===== src/rtl/e203_nice_accel.sv =====
// NICE coprocessor: accumulator with clear, iterative shift-add MAC, popcount and read-back.
// One custom-0 instruction in flight; the response is held until the core accepts it.
module e203_nice_accel #(
   parameter int XLEN    = 32,
   parameter int MAC_CYC = XLEN
) (
   input  logic            clk,
   input  logic            rst_n,
   input  logic            nice_req_valid,
   output logic            nice_req_ready,
   input  logic [XLEN-1:0] nice_req_instr,
   input  logic [XLEN-1:0] nice_req_rs1,
   input  logic [XLEN-1:0] nice_req_rs2,
   output logic            nice_rsp_multicyc_valid,
   input  logic            nice_rsp_multicyc_ready,
   output logic [XLEN-1:0] nice_rsp_multicyc_dat,
   output logic            nice_rsp_multicyc_err,
   output logic            nice_active
);

   localparam int         CW          = $clog2(MAC_CYC);
   localparam logic [6:0] OPC_CUSTOM0 = 7'b0001011;

   typedef enum logic [1:0] {IDLE, EXEC, RSP} state_t;
   typedef enum logic [2:0] {OP_CLR, OP_MAC, OP_POPCNT, OP_RDACC, OP_ERR} op_t;

   state_t          state, state_nxt;
   op_t             op_dec, op_q;
   logic [CW-1:0]   cnt;
   logic [XLEN-1:0] acc, dat, rs1_q;
   logic [XLEN-1:0] prod, mcand, mplier, prod_step;
   logic            err;
   logic            req_hsk, last_exec;
   logic            unused_instr;

   function automatic logic [XLEN-1:0] popcount(input logic [XLEN-1:0] v);
      logic [XLEN-1:0] n;
      n = '0;
      for (int i = 0; i < XLEN; i++) n = n + XLEN'(v[i]);
      return n;
   endfunction

   // Bits between the opcode and funct7 carry no meaning for this accelerator.
   assign unused_instr = ^nice_req_instr[24:7];

   always_comb begin
      op_dec = OP_ERR;
      if (nice_req_instr[6:0] == OPC_CUSTOM0) begin
         case (nice_req_instr[31:25])
            7'd0:    op_dec = OP_CLR;
            7'd1:    op_dec = OP_MAC;
            7'd2:    op_dec = OP_POPCNT;
            7'd3:    op_dec = OP_RDACC;
            default: op_dec = OP_ERR;
         endcase
      end
   end

   // NOTE: every signal written in always_comb gets a default first, so no path leaves it unassigned and no latch is inferred.
   always_comb begin
      state_nxt               = state;
      nice_req_ready          = 1'b0;
      nice_rsp_multicyc_valid = 1'b0;
      case (state)
         IDLE: begin
            nice_req_ready = 1'b1;
            if (nice_req_valid) state_nxt = EXEC;
         end
         EXEC: begin
            if (cnt == '0) state_nxt = RSP;
         end
         RSP: begin
            nice_rsp_multicyc_valid = 1'b1;
            if (nice_rsp_multicyc_ready) state_nxt = IDLE;
         end
         default: state_nxt = IDLE;
      endcase
   end

   assign req_hsk     = (state == IDLE) && nice_req_valid;
   assign last_exec   = (state == EXEC) && (cnt == '0);
   assign nice_active = (state != IDLE);
   assign prod_step   = prod + (mplier[0] ? mcand : '0);

   // NOTE: clocked state uses non-blocking assignments so every register samples pre-edge values.
   always_ff @(posedge clk) begin
      if (!rst_n) state <= IDLE;
      else        state <= state_nxt;
   end

   always_ff @(posedge clk) begin
      if (!rst_n) begin
         cnt <= '0;
         acc <= '0;
         dat <= '0;
         err <= 1'b0;
      end else begin
         if (req_hsk)
            cnt <= (op_dec == OP_MAC) ? CW'(MAC_CYC - 1) : '0;
         else if ((state == EXEC) && (cnt != '0))
            cnt <= cnt - 1'b1;

         if (last_exec) begin
            err <= (op_q == OP_ERR);
            case (op_q)
               OP_CLR: begin
                  acc <= '0;
                  dat <= '0;
               end
               OP_MAC: begin
                  acc <= acc + prod_step;
                  dat <= acc + prod_step;
               end
               OP_POPCNT: dat <= popcount(rs1_q);
               OP_RDACC:  dat <= acc;
               default:   dat <= '0;
            endcase
         end
      end
   end

   // NOTE: operand and shift-add registers are loaded on every accepted request before use, so they carry no reset.
   always_ff @(posedge clk) begin
      if (req_hsk) begin
         op_q   <= op_dec;
         rs1_q  <= nice_req_rs1;
         prod   <= '0;
         mcand  <= nice_req_rs1;
         mplier <= nice_req_rs2;
      end else if (state == EXEC) begin
         prod   <= prod_step;
         mcand  <= mcand << 1;
         mplier <= mplier >> 1;
      end
   end

   assign nice_rsp_multicyc_dat = dat;
   assign nice_rsp_multicyc_err = err;

endmodule

===== config.mk =====
export PLATFORM = sky130hd
export DESIGN_NAME = e203_nice_accel
export DESIGN_NICKNAME = d
export VERILOG_FILES = /design/src/rtl/e203_nice_accel.sv
export SDC_FILE = /design/constraint.sdc
export NUM_CORES = 1
export LEC_CHECK = 0
export BUFFER_PORTS_ARGS = -buffer_cell sky130_fd_sc_hd__buf_2
export CORE_MARGIN = 2
export CORE_UTILIZATION = 30
export CTS_BUF_LIST = sky130_fd_sc_hd__clkbuf_16
export DETAILED_ROUTE_END_ITERATION = 7
export GPL_ROUTABILITY_DRIVEN = 0
export GPL_TIMING_DRIVEN = 0
export PLACE_DENSITY = 0.55
export SLEW_MARGIN = 20
export SYNTH_ARGS = -nofsm -noshare
export SYNTH_HDL_FRONTEND = slang
export SYNTH_SLANG_ARGS = --single-unit

===== constraint.sdc =====
create_clock -name clk -period 5.66 [get_ports clk]
set_input_delay 1.698 -clock clk [delete_from_list [all_inputs] [get_ports clk]]
set_output_delay 1.698 -clock clk [all_outputs]
set_load 0.02 [all_outputs]

==> metrics.txt, run 1 <==
# TYPE chip_impl_metric gauge
chip_impl_metric{name="cts.clk_slew.worst_paths",unit="ps"} 60
chip_impl_metric{name="area_added_between_synthesis_and_finish",unit="%"} 17.1
chip_impl_metric{name="worst-r2r-cell-count",unit=""} 19
chip_impl_metric{name="fin_worst_skew",unit="ps"} 6.03
chip_impl_metric{name="dr.first_iter.drc_count",unit=""} 528
chip_impl_info{name="min_delay_path_class",value="register to register"} 1
chip_impl_metric{name="row_count",unit=""} 72
chip_impl_metric{name="fin_total_pwr",unit="mW"} 7.50
chip_impl_metric{name="port_buffers",unit=""} 116
chip_impl_metric{name="setup_violators_final",unit=""} 0
chip_impl_metric{name="detailroute.via_count",unit=""} 9630
chip_impl_metric{name="share_seq_of_total_power",unit="%"} 27.3
chip_impl_metric{name="clkLatencyLatePin",unit="ps"} 520
chip_impl_metric{name="multi_input_comb_area",unit="µm²"} 6370
chip_impl_info{name="crit_family",value="adder cells"} 1
chip_impl_metric{name="groute.usage.overall",unit="%"} 15.5
chip_impl_metric{name="r2r_setup_slack",unit="ps"} 250
chip_impl_metric{name="path_buf_inv",unit=""} 4
chip_impl_metric{name="synth.yosys.warnings",unit=""} 0
chip_impl_metric{name="hold_path_cell_cnt",unit=""} 2
chip_impl_info{name="critical-path-slowest-cell",value="sky130_fd_sc_hd__fa_1"} 1
chip_impl_metric{name="grt_start_max_net_pins",unit=""} 55
chip_impl_info{name="setup.worst_path.start_class",value="register"} 1
chip_impl_metric{name="clock.fmax",unit="GHz"} 0.185
chip_impl_info{name="run_status",value="finished clean"} 1
chip_impl_info{name="path_common_cell",value="sky130_fd_sc_hd__fa_1"} 1
chip_impl_metric{name="layout.cell_area.non_filler",unit="µm²"} 13900
chip_impl_info{name="endpoint_kind",value="register"} 1
chip_impl_info{name="path_class",value="register to register"} 1
chip_impl_metric{name="final.setup.tns",unit="ps"} 0
chip_impl_metric{name="critical_path.max_fanout",unit=""} 2
chip_impl_metric{name="max_stage_delay",unit="ps"} 600
chip_impl_metric{name="die_h",unit="µm"} 203
chip_impl_info{name="cell_by_cell_listing_of_the_critical_path",value="inv_1 -> fa_1 -> fa_1 -> fa_1 -> fa_1 -> fa_1 -> fa_1 -> inv_1 -> ha_1 -> inv_1 -> fa_1 -> inv_1 -> a21o_1 -> a21oi_1 -> xor2_1 -> o21ai_1 -> a22oi_1 -> o21ai_0 -> and2_1"} 1
chip_impl_metric{name="area_of_the_core",unit="µm²"} 38900
chip_impl_metric{name="cts_num_sinks",unit=""} 203
chip_impl_info{name="grt_setup_unrepaired",value="no"} 1
chip_impl_metric{name="final_core_util",unit="%"} 35.8
chip_impl_metric{name="grt_first_pass_wirelength",unit="mm"} 50.9
chip_impl_metric{name="routed_via_count_divided_by_cell_count",unit=""} 4.83
chip_impl_metric{name="p_per_area",unit="nW/µm²"} 538
chip_impl_metric{name="max-slew-margin-rel",unit="%"} 33.5
chip_impl_metric{name="post_cts_buffers",unit=""} 0
chip_impl_metric{name="antenna_cells",unit=""} 0
chip_impl_metric{name="dpl_worst_slack",unit="ps"} 182
chip_impl_metric{name="detailedRoute.firstPassIterationCount",unit=""} 5
chip_impl_metric{name="antenna_left",unit=""} 0
chip_impl_metric{name="critical_path_arrival",unit="ps"} 5820
chip_impl_metric{name="peakVddDrop",unit="µV"} 482
chip_impl_info{name="worstHoldEndpoint",value="nice_rsp_multicyc_dat[23]"} 1
chip_impl_metric{name="critical_path_required",unit="ps"} 6070
chip_impl_metric{name="drv_slew",unit=""} 0
chip_impl_info{name="dominant_cell_type_by_area_after_synthesis",value="sky130_fd_sc_hd__edfxtp_1"} 1
chip_impl_metric{name="cts_buffers",unit=""} 24
chip_impl_metric{name="synth_edf_count",unit=""} 99
chip_impl_metric{name="yosysSeqAreaShare",unit="%"} 42.5
chip_impl_metric{name="via_count_of_the_first_global_routing_pass",unit=""} 9526
chip_impl_metric{name="remaining_global_route_overflow",unit=""} 0
chip_impl_metric{name="routed_wl",unit="mm"} 32.3
chip_impl_metric{name="detailedPlacementHpwl",unit="mm"} 25.5
chip_impl_metric{name="power.internal",unit="mW"} 4.32
chip_impl_info{name="reg2reg_from",value="rs1_q[0]"} 1
chip_impl_metric{name="netlist_instances",unit=""} 1315
chip_impl_metric{name="summed_instance_area_of_the_synthesized_netlist",unit="µm²"} 11900
chip_impl_metric{name="fin_nets",unit=""} 1660
chip_impl_metric{name="clock_power_share",unit="%"} 19.8
chip_impl_metric{name="num-fill-cells",unit=""} 4049
chip_impl_metric{name="syn-mean-instance-area",unit="µm²"} 9.05
chip_impl_metric{name="p_leak",unit="nW"} 6.26
chip_impl_info{name="worst_hold_startpoint",value="nice_rsp_multicyc_dat[23]"} 1
chip_impl_metric{name="switching_power",unit="mW"} 3.19
chip_impl_info{name="crit-reg2reg-capture",value="nice_rsp_multicyc_dat[4]"} 1
chip_impl_metric{name="number_of_cells_after_detailed_placement",unit=""} 1951
chip_impl_info{name="clockRootBuffer",value="sky130_fd_sc_hd__clkbuf_16"} 1
chip_impl_info{name="layout_common_cells",value="sky130_fd_sc_hd__nand2_1 (315), sky130_fd_sc_hd__buf_2 (119), sky130_fd_sc_hd__dfxtp_1 (104)"} 1
chip_impl_metric{name="drive_gt1_share",unit="%"} 11.9
chip_impl_metric{name="floorplan.die_area",unit="µm²"} 41300
chip_impl_metric{name="layout.area.seq",unit="µm²"} 5050
chip_impl_info{name="synth_ff_type",value="sky130_fd_sc_hd__dfxtp_1"} 1
chip_impl_metric{name="floorplan.initialDensity",unit="%"} 30.6
chip_impl_metric{name="synth.distinct_cells",unit=""} 70
chip_impl_metric{name="placed_area",unit="µm²"} 13200
chip_impl_metric{name="period_share",unit="%"} 95.5
chip_impl_metric{name="worstMarginPinSlew",unit="ps"} 990
chip_impl_metric{name="finalHoldWorstSlack",unit="ps"} 449
chip_impl_info{name="tritoncts",value="built"} 1
chip_impl_metric{name="max-cap-violations",unit=""} 0
chip_impl_metric{name="post_route_drc",unit=""} 0
chip_impl_metric{name="cts_buffer_depth",unit=""} 3
chip_impl_metric{name="antenna_found_initial",unit=""} 2
chip_impl_info{name="ys_top_cells_by_area",value="sky130_fd_sc_hd__edfxtp_1 (25%), sky130_fd_sc_hd__dfxtp_1 (17%), sky130_fd_sc_hd__nand2_1 (9.9%)"} 1
chip_impl_metric{name="clock_tree.htree_level_count",unit=""} 1
chip_impl_metric{name="number_of_top_level_design_ports",unit=""} 136
chip_impl_info{name="layout.cells.most_common",value="sky130_fd_sc_hd__nand2_1"} 1
chip_impl_metric{name="finalHoldViolCount",unit=""} 0
chip_impl_metric{name="worst_slack",unit="ps"} 254
chip_impl_metric{name="ys_ff_latch",unit=""} 203
chip_impl_metric{name="share_of_async_settable_or_async_resettable_flops_after_synthesis",unit="%"} 0
chip_impl_metric{name="mapped_nets",unit=""} 1516
chip_impl_metric{name="comb_power_share",unit="%"} 52.9
chip_impl_metric{name="chipWidth",unit="µm"} 203
chip_impl_metric{name="drt-wirelength-per-cell",unit="µm"} 16.2
chip_impl_metric{name="final.min_clock_period",unit="ps"} 5410
chip_impl_metric{name="final_cell_count_no_fill",unit=""} 1993
chip_impl_metric{name="post-synth-top-area-fraction",unit="%"} 25.0
chip_impl_metric{name="netSwitchingFraction",unit="%"} 42.5
## power by group through the flow
stage	Combinational [mW]	Clock (mW)	Sequential, mW
3_3_place_gp	3.92	0	2.09
3_5_place_dp	3.96	0	2.08
2_1_floorplan	2.81	0	2.03
5_1_grt	4.47	1.57	2.08
6_report	3.97	1.48	2.05
4_1_cts	4.02	1.53	2.05
## worst register-to-register path, delay by kind of cell, from the launching register on
family	cells	cell delay, ps
fa+ha+maj	8	3630
compound gates	5	630
buf+inv	4	270
xor+xnor	1	250
flops	1	350
simple gates	1	170
## cells by family after synthesis
kind of cell               share of synthesized area, %
and+or+nand+nor                                    19.5
AOI/OAI and AO/OA                                  17.2
DFF                                                42.5
buffers and inverters                              4.09
adders and majority gates                          12.3
xor gates and xnor gates                           4.34
muxes                                             0.179
## area by class of cell
cell class | instances | area share, %
multi-input cells | 983 | 45.7
flip-flops and latches | 203 | 36.3
clock buffers | 26 | 4.67
well taps | 518 | 4.65
repair buffers | 118 | 4.51
inverters | 75 | 2.04
plain buffers | 54 | 1.49
clock inverters | 16 | 0.665
## how the worst max path moves through the flow
stage	start	to	slack (ps)	cells past startpoint
final	rs1_q[0]	nice_rsp_multicyc_dat[4]	250	19
after global routing	mplier[0]	nice_rsp_multicyc_dat[31]	10	24
after CTS	rs1_q[0]	nice_rsp_multicyc_dat[4]	110	19
after detailed placement	rs1_q[0]	nice_rsp_multicyc_dat[4]	180	19
after global placement	rs1_q[0]	nice_rsp_multicyc_dat[4]	170	19
after floorplan	rs1_q[17]	nice_rsp_multicyc_dat[4]	820	19
## metal layers
layer / part of all wire, % / track usage (%) / up-vias / wire (µm)
met1: 46 / 21.0 / 4523 / 14900
met5: 0.074 / 0 / - / 24
met4: 2.1 / 3.26 / 4 / 668
li1: - / - / 4868 / -
met3: 4.1 / 2.21 / 47 / 1320
met2: 48 / 26.2 / 188 / 15400
## synthesized netlist by cell type, drive strengths merged, types with 26 or more instances
cell type / count
edfxtp: 99
inv: 75
clkbuf: 51
nand2: 315
nand3: 28
nor2: 41
fa: 26
xor2: 26
dfxtp: 104
a21o: 30
a21oi: 75
nor2b: 26
and2: 51
o21ai: 75
xnor2: 33
ha: 75
## sequential cells by signal, indices dropped and copies added (netlist names)
signal	count
acc	32
cnt	5
mcand	32
mplier	32
nice_rsp_multicyc_dat	32
nice_rsp_multicyc_err	1
op_q	3
prod	32
rs1_q	32
state	2
## timing repair
item | in CTS | in global routing
hold endpoints to repair | 0 | 0
endpoints found under the setup margin | 0 | 8
hold buffers | 0 | 0
gates resized for setup | 0 | 6
Note: power is estimated with default switching activity, not from simulation.
==> run 2: changes to the inputs <==
==> constraint.sdc (replaced) <==
create_clock -name clk -period 5.46 [get_ports clk]
set_input_delay 1.638 -clock clk [delete_from_list [all_inputs] [get_ports clk]]
set_output_delay 1.638 -clock clk [all_outputs]
set_load 0.02 [all_outputs]
==> metrics.txt, run 2 (synthesized netlist as in run 1, its figures left out) <==
# TYPE chip_impl_metric gauge
chip_impl_info{name="run_status",value="finished clean"} 1
chip_impl_metric{name="detailedPlacementHpwl",unit="mm"} 25.5
chip_impl_metric{name="detailroute.via_count",unit=""} 9640
chip_impl_info{name="path_class",value="register to register"} 1
chip_impl_info{name="endpoint_kind",value="register"} 1
chip_impl_metric{name="floorplan.initialDensity",unit="%"} 30.6
chip_impl_metric{name="post_cts_hold_buffer_count",unit=""} 0
chip_impl_info{name="worst_hold_startpoint",value="nice_rsp_multicyc_dat[23]"} 1
chip_impl_metric{name="via_count_of_the_first_global_routing_pass",unit=""} 9526
chip_impl_metric{name="critical_path_arrival",unit="ps"} 5700
chip_impl_info{name="critical-path-slowest-cell",value="sky130_fd_sc_hd__fa_2"} 1
chip_impl_metric{name="setup_violators_final",unit=""} 0
chip_impl_metric{name="chipWidth",unit="µm"} 203
chip_impl_info{name="clockRootBuffer",value="sky130_fd_sc_hd__clkbuf_16"} 1
chip_impl_metric{name="remaining_global_route_overflow",unit=""} 0
chip_impl_metric{name="critical_path_required",unit="ps"} 5870
chip_impl_metric{name="antenna_left",unit=""} 0
chip_impl_metric{name="antenna_cells",unit=""} 0
chip_impl_metric{name="routed_wl",unit="mm"} 32.3
chip_impl_metric{name="peakVddDrop",unit="µV"} 598
chip_impl_metric{name="hold_path_cell_cnt",unit=""} 2
chip_impl_metric{name="max_stage_delay",unit="ps"} 610
chip_impl_metric{name="clkLatencyLatePin",unit="ps"} 520
chip_impl_metric{name="grt_start_max_net_pins",unit=""} 55
chip_impl_metric{name="clock.fmax",unit="GHz"} 0.189
chip_impl_metric{name="period_share",unit="%"} 96.9
chip_impl_metric{name="clock_power_share",unit="%"} 19.2
chip_impl_metric{name="drv_slew",unit=""} 0
chip_impl_metric{name="share_seq_of_total_power",unit="%"} 26.5
chip_impl_info{name="path_common_cell",value="sky130_fd_sc_hd__fa_1"} 1
chip_impl_metric{name="netSwitchingFraction",unit="%"} 42.3
chip_impl_info{name="grt_setup_unrepaired",value="yes"} 1
chip_impl_metric{name="post_route_drc",unit=""} 0
chip_impl_metric{name="power.internal",unit="mW"} 4.61
chip_impl_metric{name="max-slew-margin-rel",unit="%"} 33.9
chip_impl_metric{name="clock_tree.htree_level_count",unit=""} 1
chip_impl_metric{name="detailedRoute.firstPassIterationCount",unit=""} 5
chip_impl_metric{name="floorplan.die_area",unit="µm²"} 41300
chip_impl_metric{name="r2r_setup_slack",unit="ps"} 170
chip_impl_metric{name="comb_power_share",unit="%"} 54.2
chip_impl_metric{name="worstMarginPinSlew",unit="ps"} 984
chip_impl_info{name="tritoncts",value="built"} 1
chip_impl_metric{name="fin_nets",unit=""} 1661
chip_impl_info{name="cell_by_cell_listing_of_the_critical_path",value="inv_1 -> fa_1 -> fa_1 -> fa_1 -> fa_1 -> fa_2 -> fa_1 -> inv_1 -> ha_2 -> inv_2 -> fa_2 -> inv_2 -> a21o_1 -> a21oi_2 -> xor2_2 -> o21ai_2 -> a22oi_2 -> o21ai_1 -> and2_1"} 1
chip_impl_metric{name="p_per_area",unit="nW/µm²"} 571
chip_impl_metric{name="port_buffers",unit=""} 116
chip_impl_info{name="worstHoldEndpoint",value="nice_rsp_multicyc_dat[23]"} 1
chip_impl_metric{name="switching_power",unit="mW"} 3.38
chip_impl_metric{name="final.setup.tns",unit="ps"} 0
chip_impl_info{name="min_delay_path_class",value="register to register"} 1
chip_impl_metric{name="num-fill-cells",unit=""} 4035
chip_impl_metric{name="row_count",unit=""} 72
chip_impl_metric{name="groute.usage.overall",unit="%"} 15.5
chip_impl_metric{name="fin_total_pwr",unit="mW"} 7.99
chip_impl_metric{name="critical_path.max_fanout",unit=""} 2
chip_impl_info{name="crit-reg2reg-capture",value="nice_rsp_multicyc_dat[4]"} 1
chip_impl_metric{name="die_h",unit="µm"} 203
chip_impl_info{name="layout.cells.most_common",value="sky130_fd_sc_hd__nand2_1"} 1
chip_impl_metric{name="max-cap-violations",unit=""} 0
chip_impl_metric{name="drt-wirelength-per-cell",unit="µm"} 16.2
chip_impl_metric{name="antenna_found_initial",unit=""} 2
chip_impl_metric{name="worst-r2r-cell-count",unit=""} 19
chip_impl_metric{name="routed_via_count_divided_by_cell_count",unit=""} 4.83
chip_impl_metric{name="grt_first_pass_wirelength",unit="mm"} 50.9
chip_impl_info{name="setup.worst_path.start_class",value="register"} 1
chip_impl_metric{name="fin_worst_skew",unit="ps"} 6.57
chip_impl_info{name="reg2reg_from",value="rs1_q[0]"} 1
chip_impl_metric{name="cts.clk_slew.worst_paths",unit="ps"} 60
chip_impl_metric{name="dr.first_iter.drc_count",unit=""} 514
chip_impl_metric{name="final_core_util",unit="%"} 36.0
chip_impl_metric{name="area_of_the_core",unit="µm²"} 38900
chip_impl_metric{name="cts_buffers",unit=""} 24
chip_impl_metric{name="p_leak",unit="nW"} 6.27
chip_impl_metric{name="area_added_between_synthesis_and_finish",unit="%"} 17.6
chip_impl_metric{name="cts_num_sinks",unit=""} 203
chip_impl_info{name="layout_common_cells",value="sky130_fd_sc_hd__nand2_1 (315), sky130_fd_sc_hd__buf_2 (118), sky130_fd_sc_hd__dfxtp_1 (104)"} 1
chip_impl_metric{name="final.min_clock_period",unit="ps"} 5290
chip_impl_metric{name="finalHoldViolCount",unit=""} 0
chip_impl_metric{name="cts_buffer_depth",unit=""} 3
chip_impl_metric{name="drive_gt1_share",unit="%"} 13.2
chip_impl_metric{name="number_of_top_level_design_ports",unit=""} 136
==> run 2: critical path, delay by kind of cell, from the launching register on <==
family                   cells  cell delay [ps]
adder cells (fa/ha/maj)      8             3610
AO/OA/AOI/OAI                5              560
flip-flops                   1              390
buffers and inverters        4              250
XOR/XNOR                     1              200
AND/OR/NAND/NOR              1              160
==> run 2: worst max-delay path by stage <==
| stage | start | slack, ps | to |
|---|---|---|---|
| finish | rs1_q[0] | 170 | nice_rsp_multicyc_dat[4] |
| global route | rs1_q[3] | -30 | nice_rsp_multicyc_dat[4] |
| CTS | rs1_q[0] | 20 | nice_rsp_multicyc_dat[4] |
| detailed placement | rs1_q[0] | -20 | nice_rsp_multicyc_dat[4] |
| global placement | rs1_q[0] | -30 | nice_rsp_multicyc_dat[4] |
| floorplan | rs1_q[17] | 620 | nice_rsp_multicyc_dat[4] |
==> run 2: stage by stage <==
step           hold slack, ps  area [µm²]  worst slack (ps)  std cells
3_3_place_gp              438       13100             -26.2       1949
4_1_cts                   453       13900              17.7       1993
3_5_place_dp              442       13200             -17.9       1951
2_1_floorplan             433       11900               616       1315
6_report                  449       14000               170       1994
5_1_grt                   470       14000             -33.7       1994
==> run 2: metal layers <==
layer / routed length (µm) / GRT usage (%) / share of wire (%)
met5: 24 / 0 / 0.074
met4: 670 / 3.26 / 2.1
met3: 1170 / 2.21 / 3.6
met2: 15400 / 26.2 / 48
met1: 15100 / 21.0 / 47
==> run 2: cell type report <==
cell class	count	area (µm²)	area share [%]
clock inverter	16	92.6	0.662
multi-input combinational	983	6410	45.8
sequential	203	5050	36.1
inverter	75	284	2.03
timing repair buffer	120	643	4.60
clock buffer	26	651	4.65
buffer	53	208	1.48
tap	518	648	4.63
==> run 2: repair_timing <==
item,CTS,global route
pin swaps,3,17
resized for setup,3,23
buffers inserted,0,2
endpoints found under the setup margin,2,25
==> run 2: power by group through the flow <==
stage               clock [mW]  sequential, mW  combinational [mW]
floorplan                    0            2.11                2.91
global placement             0            2.16                4.06
detailed placement           0            2.16                4.11
CTS                       1.58            2.13                4.19
global route              1.63            2.16                4.86
finish                    1.54            2.12                4.34
